`src/rtl/cell3_vecchk.sv`:
```
// rtl/cell3_vecchk.sv - exhaustive 8-vector checker for a 3-input cell
module cell3_vecchk #(
    parameter int         SETTLE = 2,
    parameter logic [7:0] EXP    = 8'b0000_0001
) (
    input  logic       ck,
    input  logic       nrst,
    input  logic       start,
    input  logic       abort,
    input  logic       nq,
    output logic       i0,
    output logic       i1,
    output logic       i2,
    output logic       busy,
    output logic       done,
    output logic       pass,
    output logic [3:0] err_cnt,
    output logic       fail_valid,
    output logic [2:0] first_fail
);

    typedef enum logic [1:0] {
        ST_IDLE   = 2'd0,
        ST_SETTLE = 2'd1,
        ST_SAMPLE = 2'd2,
        ST_DONE   = 2'd3
    } state_t;

    localparam logic [3:0] SETTLE_LD = 4'(SETTLE);

    state_t     state, state_nx;
    logic [2:0] vec, vec_nx;
    logic [3:0] cnt, cnt_nx;
    logic [2:0] stim, stim_nx;
    logic       done_nx, pass_nx, fv_nx;
    logic [3:0] err_nx;
    logic [2:0] ff_nx;
    logic       mismatch;

    assign mismatch = (nq != EXP[vec]);
    assign busy     = (state == ST_SETTLE) || (state == ST_SAMPLE);
    assign {i2, i1, i0} = stim;

    // State and datapath registers; reset clears everything asynchronously
    always_ff @(posedge ck or negedge nrst) begin
        if (!nrst) begin
            state      <= ST_IDLE;
            vec        <= 3'd0;
            cnt        <= 4'd0;
            stim       <= 3'd0;
            done       <= 1'b0;
            pass       <= 1'b0;
            err_cnt    <= 4'd0;
            fail_valid <= 1'b0;
            first_fail <= 3'd0;
        end else begin
            state      <= state_nx;
            vec        <= vec_nx;
            cnt        <= cnt_nx;
            stim       <= stim_nx;
            done       <= done_nx;
            pass       <= pass_nx;
            err_cnt    <= err_nx;
            fail_valid <= fv_nx;
            first_fail <= ff_nx;
        end
    end

    // Next-state and next-value logic; abort beats start while busy
    always_comb begin
        state_nx = state;
        vec_nx   = vec;
        cnt_nx   = cnt;
        done_nx  = done;
        pass_nx  = pass;
        err_nx   = err_cnt;
        fv_nx    = fail_valid;
        ff_nx    = first_fail;
        case (state)
            ST_IDLE, ST_DONE: begin
                if (start) begin
                    state_nx = ST_SETTLE;
                    vec_nx   = 3'd0;
                    cnt_nx   = SETTLE_LD;
                    done_nx  = 1'b0;
                    pass_nx  = 1'b0;
                    err_nx   = 4'd0;
                    fv_nx    = 1'b0;
                    ff_nx    = 3'd0;
                end
            end
            ST_SETTLE: begin
                if (abort) begin
                    state_nx = ST_IDLE;
                    done_nx  = 1'b0;
                    pass_nx  = 1'b0;
                end else begin
                    cnt_nx = cnt - 4'd1;
                    if (cnt <= 4'd1) begin
                        state_nx = ST_SAMPLE;
                    end
                end
            end
            ST_SAMPLE: begin
                if (abort) begin
                    state_nx = ST_IDLE;
                    done_nx  = 1'b0;
                    pass_nx  = 1'b0;
                end else begin
                    if (mismatch) begin
                        err_nx = (err_cnt == 4'd15) ? err_cnt : err_cnt + 4'd1;
                        if (!fail_valid) begin
                            fv_nx = 1'b1;
                            ff_nx = vec;
                        end
                    end
                    if (vec == 3'd7) begin
                        state_nx = ST_DONE;
                        done_nx  = 1'b1;
                        pass_nx  = (err_nx == 4'd0);
                    end else begin
                        state_nx = ST_SETTLE;
                        vec_nx   = vec + 3'd1;
                        cnt_nx   = SETTLE_LD;
                    end
                end
            end
            default: state_nx = ST_IDLE;
        endcase
        stim_nx = ((state_nx == ST_SETTLE) || (state_nx == ST_SAMPLE)) ? vec_nx : 3'd0;
    end

endmodule

```
`config.mk`:
```
export PLATFORM = sky130hd
export DESIGN_NAME = cell3_vecchk
export DESIGN_NICKNAME = d
export VERILOG_FILES = /design/src/rtl/cell3_vecchk.sv
export SDC_FILE = /design/constraint.sdc
export NUM_CORES = 1
export LEC_CHECK = 0
export CAP_MARGIN = 5
export CORE_MARGIN = 4
export CORE_UTILIZATION = 55
export DETAILED_ROUTE_END_ITERATION = 12
export HOLD_SLACK_MARGIN = 0.1
export PLACE_DENSITY = 0.8
export SLEW_MARGIN = 20
export SYNTH_ARGS = -nofsm -noshare
export SYNTH_HDL_FRONTEND = slang
export SYNTH_SLANG_ARGS = --single-unit
```
`constraint.sdc`:
```
create_clock -name ck -period 3.5 [get_ports ck]
set_input_delay 0.525 -clock ck [delete_from_list [all_inputs] [get_ports ck]]
set_output_delay 0.525 -clock ck [all_outputs]
set_load 0.01 [all_outputs]
```
==> flow_summary.json, run 1 <==
{
  "instances_no_fill": 179,
  "crit_chain": "inv_1, ha_1, inv_1, clkdlybuf4s50_1",
  "fillers": 181,
  "postCtsHoldBufs": 0,
  "status": "finished clean",
  "start_util": 0.597,
  "avgSynthCellArea_um2": 10.3,
  "cp-start-kind": "flip-flop",
  "slew_violations": 0,
  "fmaxAchievable_ghz": 0.431,
  "crit_slowest_cell": "clkdlybuf4s50_1",
  "viasPerCell": 5.91,
  "overflow": 0,
  "die_height_um": 57.9,
  "cp_max_fo": 8,
  "synth_cells": 133,
  "port_buffers": 18,
  "seqCellArea_um2": 551,
  "finalSetupTns_ns": 0,
  "synth_fp_nets": 145,
  "setup_viol": 0,
  "grt_pass1_wl_mm": 4.64,
  "cpMostUsedCell": "inv_1",
  "rsz0062_at_grt": "no",
  "die_w_um": 57.9,
  "maxCapViolCount": 0,
  "power_density_nw_per_um2": 642,
  "grt_start_max_net_pins": 23,
  "vias": 1058,
  "slowest_delay_ns": 0.54,
  "n_antenna_cell": 0,
  "ir_drop_mv": 0.390,
  "post_cts_buffers": 0,
  "die_area_um2": 3360,
  "place_congestion": 0.787,
  "final_common_cell": "dfrtp_1",
  "totalWireLength_mm": 2.79,
  "yosys_warnings": 0,
  "most-common-layout-cells": "dfrtp_1 (22), clkdlybuf4s50_1 (18), a22o_1 (13)",
  "cts-buffers-inserted": 3,
  "clock_latency_ns": 0.30,
  "grt_pass1_vias": 1056,
  "cp_top_family": "buffers and inverters",
  "nets": 165,
  "htreeDepth": 1,
  "cts.repair.resized": 0,
  "synth_edf_count": 0,
  "core_um2": 2300,
  "cts_root_buf": "clkbuf_4",
  "maxSlewHeadroom": 0.343,
  "crit_required_ns": 2.97,
  "cts_tree": "built",
  "multi_input_area_um2": 763,
  "drcViolationCount": 0,
  "layout-drive-gt1-share": 0.132,
  "dr.pass1.iters": 4,
  "finalHoldViolations": 0,
  "track_usage": 0.180,
  "synth-main-ff-cell": "dfrtp_1",
  "synthDistinctLibCells": 43,
  "cts_buffer_depth": 2,
  "area_growth_syn_to_layout_pct": 15.6,
  "dp.cells": 176,
  "syn_area_um2": 1370,
  "ys_top_cells_by_area": "dfrtp_1 (40%), a22o_1 (8.3%), ha_1 (6.4%)",
  "fin_ws_ns": 1.18,
  "first_iter_violations": 31,
  "clk_pin_slew_ns": 0.11,
  "whs_ns": 0.499,
  "synth_top_cell_area_share": 0.401,
  "pre_cts_slack_ns": 1.06,
  "ys_seq_area_frac": 0.401,
  "yosysTopAreaCell": "dfrtp_1",
  "worst_slew_pin_slew_ns": 0.982,
  "post-route-min-period_ns": 2.32,
  "critPathBufInv": 3,
  "synth-seq-cells": 22,
  "p_leak_nw": 0.723,
  "crit_arrival_ns": 1.80,
  "finalCritPeriodShare": 0.663,
  "end_kind": "output pin",
  "hp-class": "flip-flop to flip-flop",
  "dp_hpwl_mm": 2.18,
  "fin_skew_ns": 0.00670,
  "antenna_found_initial": 0,
  "cts.sinks": 22,
  "ant_nets": 0,
  "crit_type": "flip-flop to output pin",
  "rows": 17,
  "synthArstFlopShare": 1.00,
  "ioPinCount": 19,
  "drt-wirelength-per-cell_um": 15.6
}
==> metal layers <==
| metal | vias up | share of wire | global-route usage |
|---|---|---|---|
| met5 | - | 0 | 0 |
| li1 | 519 | - | - |
| met3 | 4 | 0.039 | 0.0245 |
| met1 | 513 | 0.41 | 0.209 |
| met2 | 22 | 0.54 | 0.327 |
| met4 | 0 | 0.0083 | 0.0762 |
==> where the power goes <==
part	total, mW	switching [mW]	internal, mW
combinational	0.566	0.320	0.246
clock	0.112	0.0719	0.0401
sequential	0.340	0.0447	0.295
==> registers in the layout, summed over array words and instances (netlist names) <==
register,flops
cnt,4
err_cnt,4
first_fail,3
stim,3
vec,3
state,2
done,1
fail_valid,1
pass,1
==> cell families (layout without fill, tap and decap cells) <==
group | after synthesis | in the layout | share of synthesized area
compound gates | 37 | 37 | 0.225
flops | 22 | 22 | 0.401
mux | 6 | 6 | 0.0465
fa+ha+maj | 7 | 7 | 0.0639
simple gates | 46 | 46 | 0.191
xor+xnor | 3 | 3 | 0.0301
buf+inv | 12 | 30 | 0.0420
==> layout make-up <==
class,instances,area share
multi-input combinational,99,0.481
sequential,22,0.347
timing repair buffer,18,0.114
tap,28,0.0221
inverter,9,0.0213
clock buffer,3,0.0142
==> tightest hold or removal path: stages (launching register included) <==
cell and delay (ns):
dfrtp_1 0.37, nand2_1 0.06, o41ai_2 0.04
==> synth_stat cells, types with 2 or more instances <==
cell,instances
nor3_2,2
nor3_1,5
a21oi_1,5
nor2b_1,4
o21bai_1,2
a22oi_1,3
mux2i_1,3
ha_1,7
nand2_1,10
inv_1,9
mux2_2,3
o21ai_0,3
nor2_1,11
a22o_1,13
and2_1,2
dfrtp_1,22
nand2b_1,3
==> through the flow <==
stage          utilization  cell area (um2)  power, mW
4_1_cts              0.690             1590       1.03
3_5_place_dp         0.680             1560      0.910
2_1_floorplan            -             1370      0.777
3_3_place_gp         0.680             1560      0.881
5_1_grt              0.690             1590       1.10
6_report             0.690             1590       1.02
==> final timing paths <==
path	from	endpoint	slack, ns	depth (start not counted)
worst max-delay path	state[0]$_DFF_PN0_	busy	1.18	4
worst min-delay path	pass$_DFFE_PN0P_	pass$_DFFE_PN0P_	0.50	2
worst max register to register	state[0]$_DFF_PN0_	first_fail[1]$_DFFE_PN0P_	1.45	7
worst min register to register	pass$_DFFE_PN0P_	pass$_DFFE_PN0P_	0.50	2
max in group asynchronous	nrst	first_fail[1]$_DFFE_PN0P_	2.15	1
min in group asynchronous	nrst	fail_valid$_DFFE_PN0P_	0.76	1
Power figures use the tool's default switching activity.
==> inputs of run 2 (changes only) <==
CORE_UTILIZATION = 54   (was 55)
PLACE_DENSITY = 0.79   (was 0.8)
clock period = 2.3 ns   (was 3.5 ns; I/O delays follow)
==> run 2 against run 1 <==
Wire length decreased by 1.7%. Clock-buffer cell count unchanged. Die area increased by 1.6%. Utilization increased by 1.3 points. Clock power increased to 2.7 times the previous value. Worst setup slack got worse by 1.0 ns. Via count increased by 0.57%. Highest routed layer unchanged. Worst hold slack got worse by 0.14 ns. Critical endpoint unchanged. Combinational power increased by 51%.
==> flow_summary.json, run 2 (synthesized netlist as in run 1, its figures left out) <==
{
  "nets": 167,
  "n_antenna_cell": 0,
  "die_w_um": 58.4,
  "port_buffers": 18,
  "overflow": 0,
  "htreeDepth": 1,
  "rr_endpoint": "stim[0]$_DFF_PN0_",
  "crit_slowest_cell": "clkdlybuf4s50_1",
  "post-route-min-period_ns": 2.16,
  "drt-wirelength-per-cell_um": 15.1,
  "grt_start_max_net_pins": 23,
  "grt_pass1_wl_mm": 4.71,
  "fin_ws_ns": 0.140,
  "clock_latency_ns": 0.32,
  "slew_violations": 0,
  "ff2ff_setup_slack_ns": 0.26,
  "first_iter_violations": 35,
  "crit_type": "flip-flop to output pin",
  "crit_required_ns": 1.96,
  "reg_top3": "cnt x4, err_cnt x4",
  "post-route-cell-area_um2": 1630,
  "most-common-layout-cells": "dfrtp_1 (22), clkdlybuf4s50_1 (18), a22o_1 (13)",
  "layout-drive-gt1-share": 0.149,
  "post_cts_buffers": 0,
  "pre_cts_slack_ns": 0.249,
  "track_usage": 0.179,
  "vias": 1064,
  "slowest_delay_ns": 0.54,
  "dr.pass1.iters": 4,
  "finalCritPeriodShare": 0.939,
  "cts.sinks": 22,
  "cpMostUsedCell": "inv_1",
  "cts_root_buf": "clkbuf_4",
  "crit_chain": "inv_1, ha_1, inv_1, clkdlybuf4s50_1",
  "post-route-util": 0.703,
  "finalHoldViolations": 0,
  "ioPinCount": 19,
  "die_area_um2": 3410,
  "r2r_start": "state[0]$_DFF_PN0_",
  "area_growth_syn_to_layout_pct": 18.9,
  "cts.repair.resized": 0,
  "rsz0062_at_grt": "no",
  "status": "finished clean",
  "start_util": 0.591,
  "fin_skew_ns": 0.00277,
  "core_um2": 2320,
  "antenna_found_initial": 0,
  "cp-start-kind": "flip-flop",
  "viasPerCell": 5.85,
  "ir_drop_mv": 0.840,
  "dpl_cell_area_um2": 1580,
  "ant_nets": 0,
  "worst_slew_pin_slew_ns": 0.442,
  "finalSetupTns_ns": 0,
  "place_congestion": 0.791,
  "p_leak_nw": 0.747,
  "cts_buffer_depth": 2,
  "cts_tree": "built",
  "end_kind": "output pin",
  "die_height_um": 58.4,
  "cp_max_fo": 8,
  "cts-buffers-inserted": 3,
  "drcViolationCount": 0,
  "clk_pin_slew_ns": 0.12,
  "grt_pass1_vias": 1055,
  "postCtsHoldBufs": 0,
  "reg2regPathDepth": 7,
  "dp_hpwl_mm": 2.08,
  "hp-class": "input pin to async pin",
  "totalWireLength_mm": 2.74,
  "final_common_cell": "dfrtp_1",
  "crit_arrival_ns": 1.81,
  "maxSlewHeadroom": 0.701,
  "power_density_nw_per_um2": 1030,
  "fmaxAchievable_ghz": 0.463,
  "rows": 17,
  "setup_viol": 0,
  "maxCapViolCount": 0
}
## run 2: cell count changes in the layout (fill, tap and decap cells not counted)
| cell | delta |
|---|---|
| buf_4 | +2 |
| bufinv_16 | +1 |
## run 2: power breakdown
part	total [mW]	switching [mW]	internal, mW
clock	0.300	0.124	0.176
sequential	0.524	0.0751	0.449
combinational	0.852	0.478	0.374
total	1.68	0.676	1.00
## run 2: per-stage QoR
step / std cells / hold slack [ns] / total power [mW]
after floorplan: 133 / 0.0494 / 1.18
after global placement: 178 / 0.474 / 1.36
after detailed placement: 178 / 0.477 / 1.38
after CTS: 182 / 0.365 / 1.69
after global routing: 182 / 0.361 / 1.81
final: 182 / 0.357 / 1.68
## run 2: layout make-up
type / instances / area [um2]
clock buffers: 3 / 22.5
clock inverters: 1 / 30.0
fillers: 182 / 688
inverters: 9 / 33.8
multi-input cells: 99 / 763
flip-flops and latches: 22 / 551
well taps: 28 / 35.0
repair buffers: 20 / 195
## run 2: routing by layer
metal  track usage  wire length, um  vias up  part of all wire
met5             0                0        -                 0
met4        0.0828               47        0             0.017
met1         0.214             1230      519              0.45
met3        0.0263               85        4             0.031
met2         0.313             1370       18              0.50
li1              -                -      523                 -
## run 2: worst max path at each step
stage / depth (start not counted) / slack, ns / startpoint / to
2_1_floorplan: 7 / 0.58 / state[0]$_DFF_PN0_ / first_fail[2]$_DFFE_PN0P_
3_3_place_gp: 6 / 0.31 / abort / stim[2]$_DFF_PN0_
3_5_place_dp: 6 / 0.25 / abort / stim[0]$_DFF_PN0_
4_1_cts: 4 / 0.13 / state[0]$_DFF_PN0_ / busy
5_1_grt: 4 / 0.04 / state[0]$_DFF_PN0_ / busy
6_report: 4 / 0.14 / state[0]$_DFF_PN0_ / busy
## run 2: worst max-delay path, delay by kind of cell (launching register included)
family	cells	cell delay [ns]
DFF	1	0.42
adders and majority gates	1	0.37
buffers and inverters	3	0.70
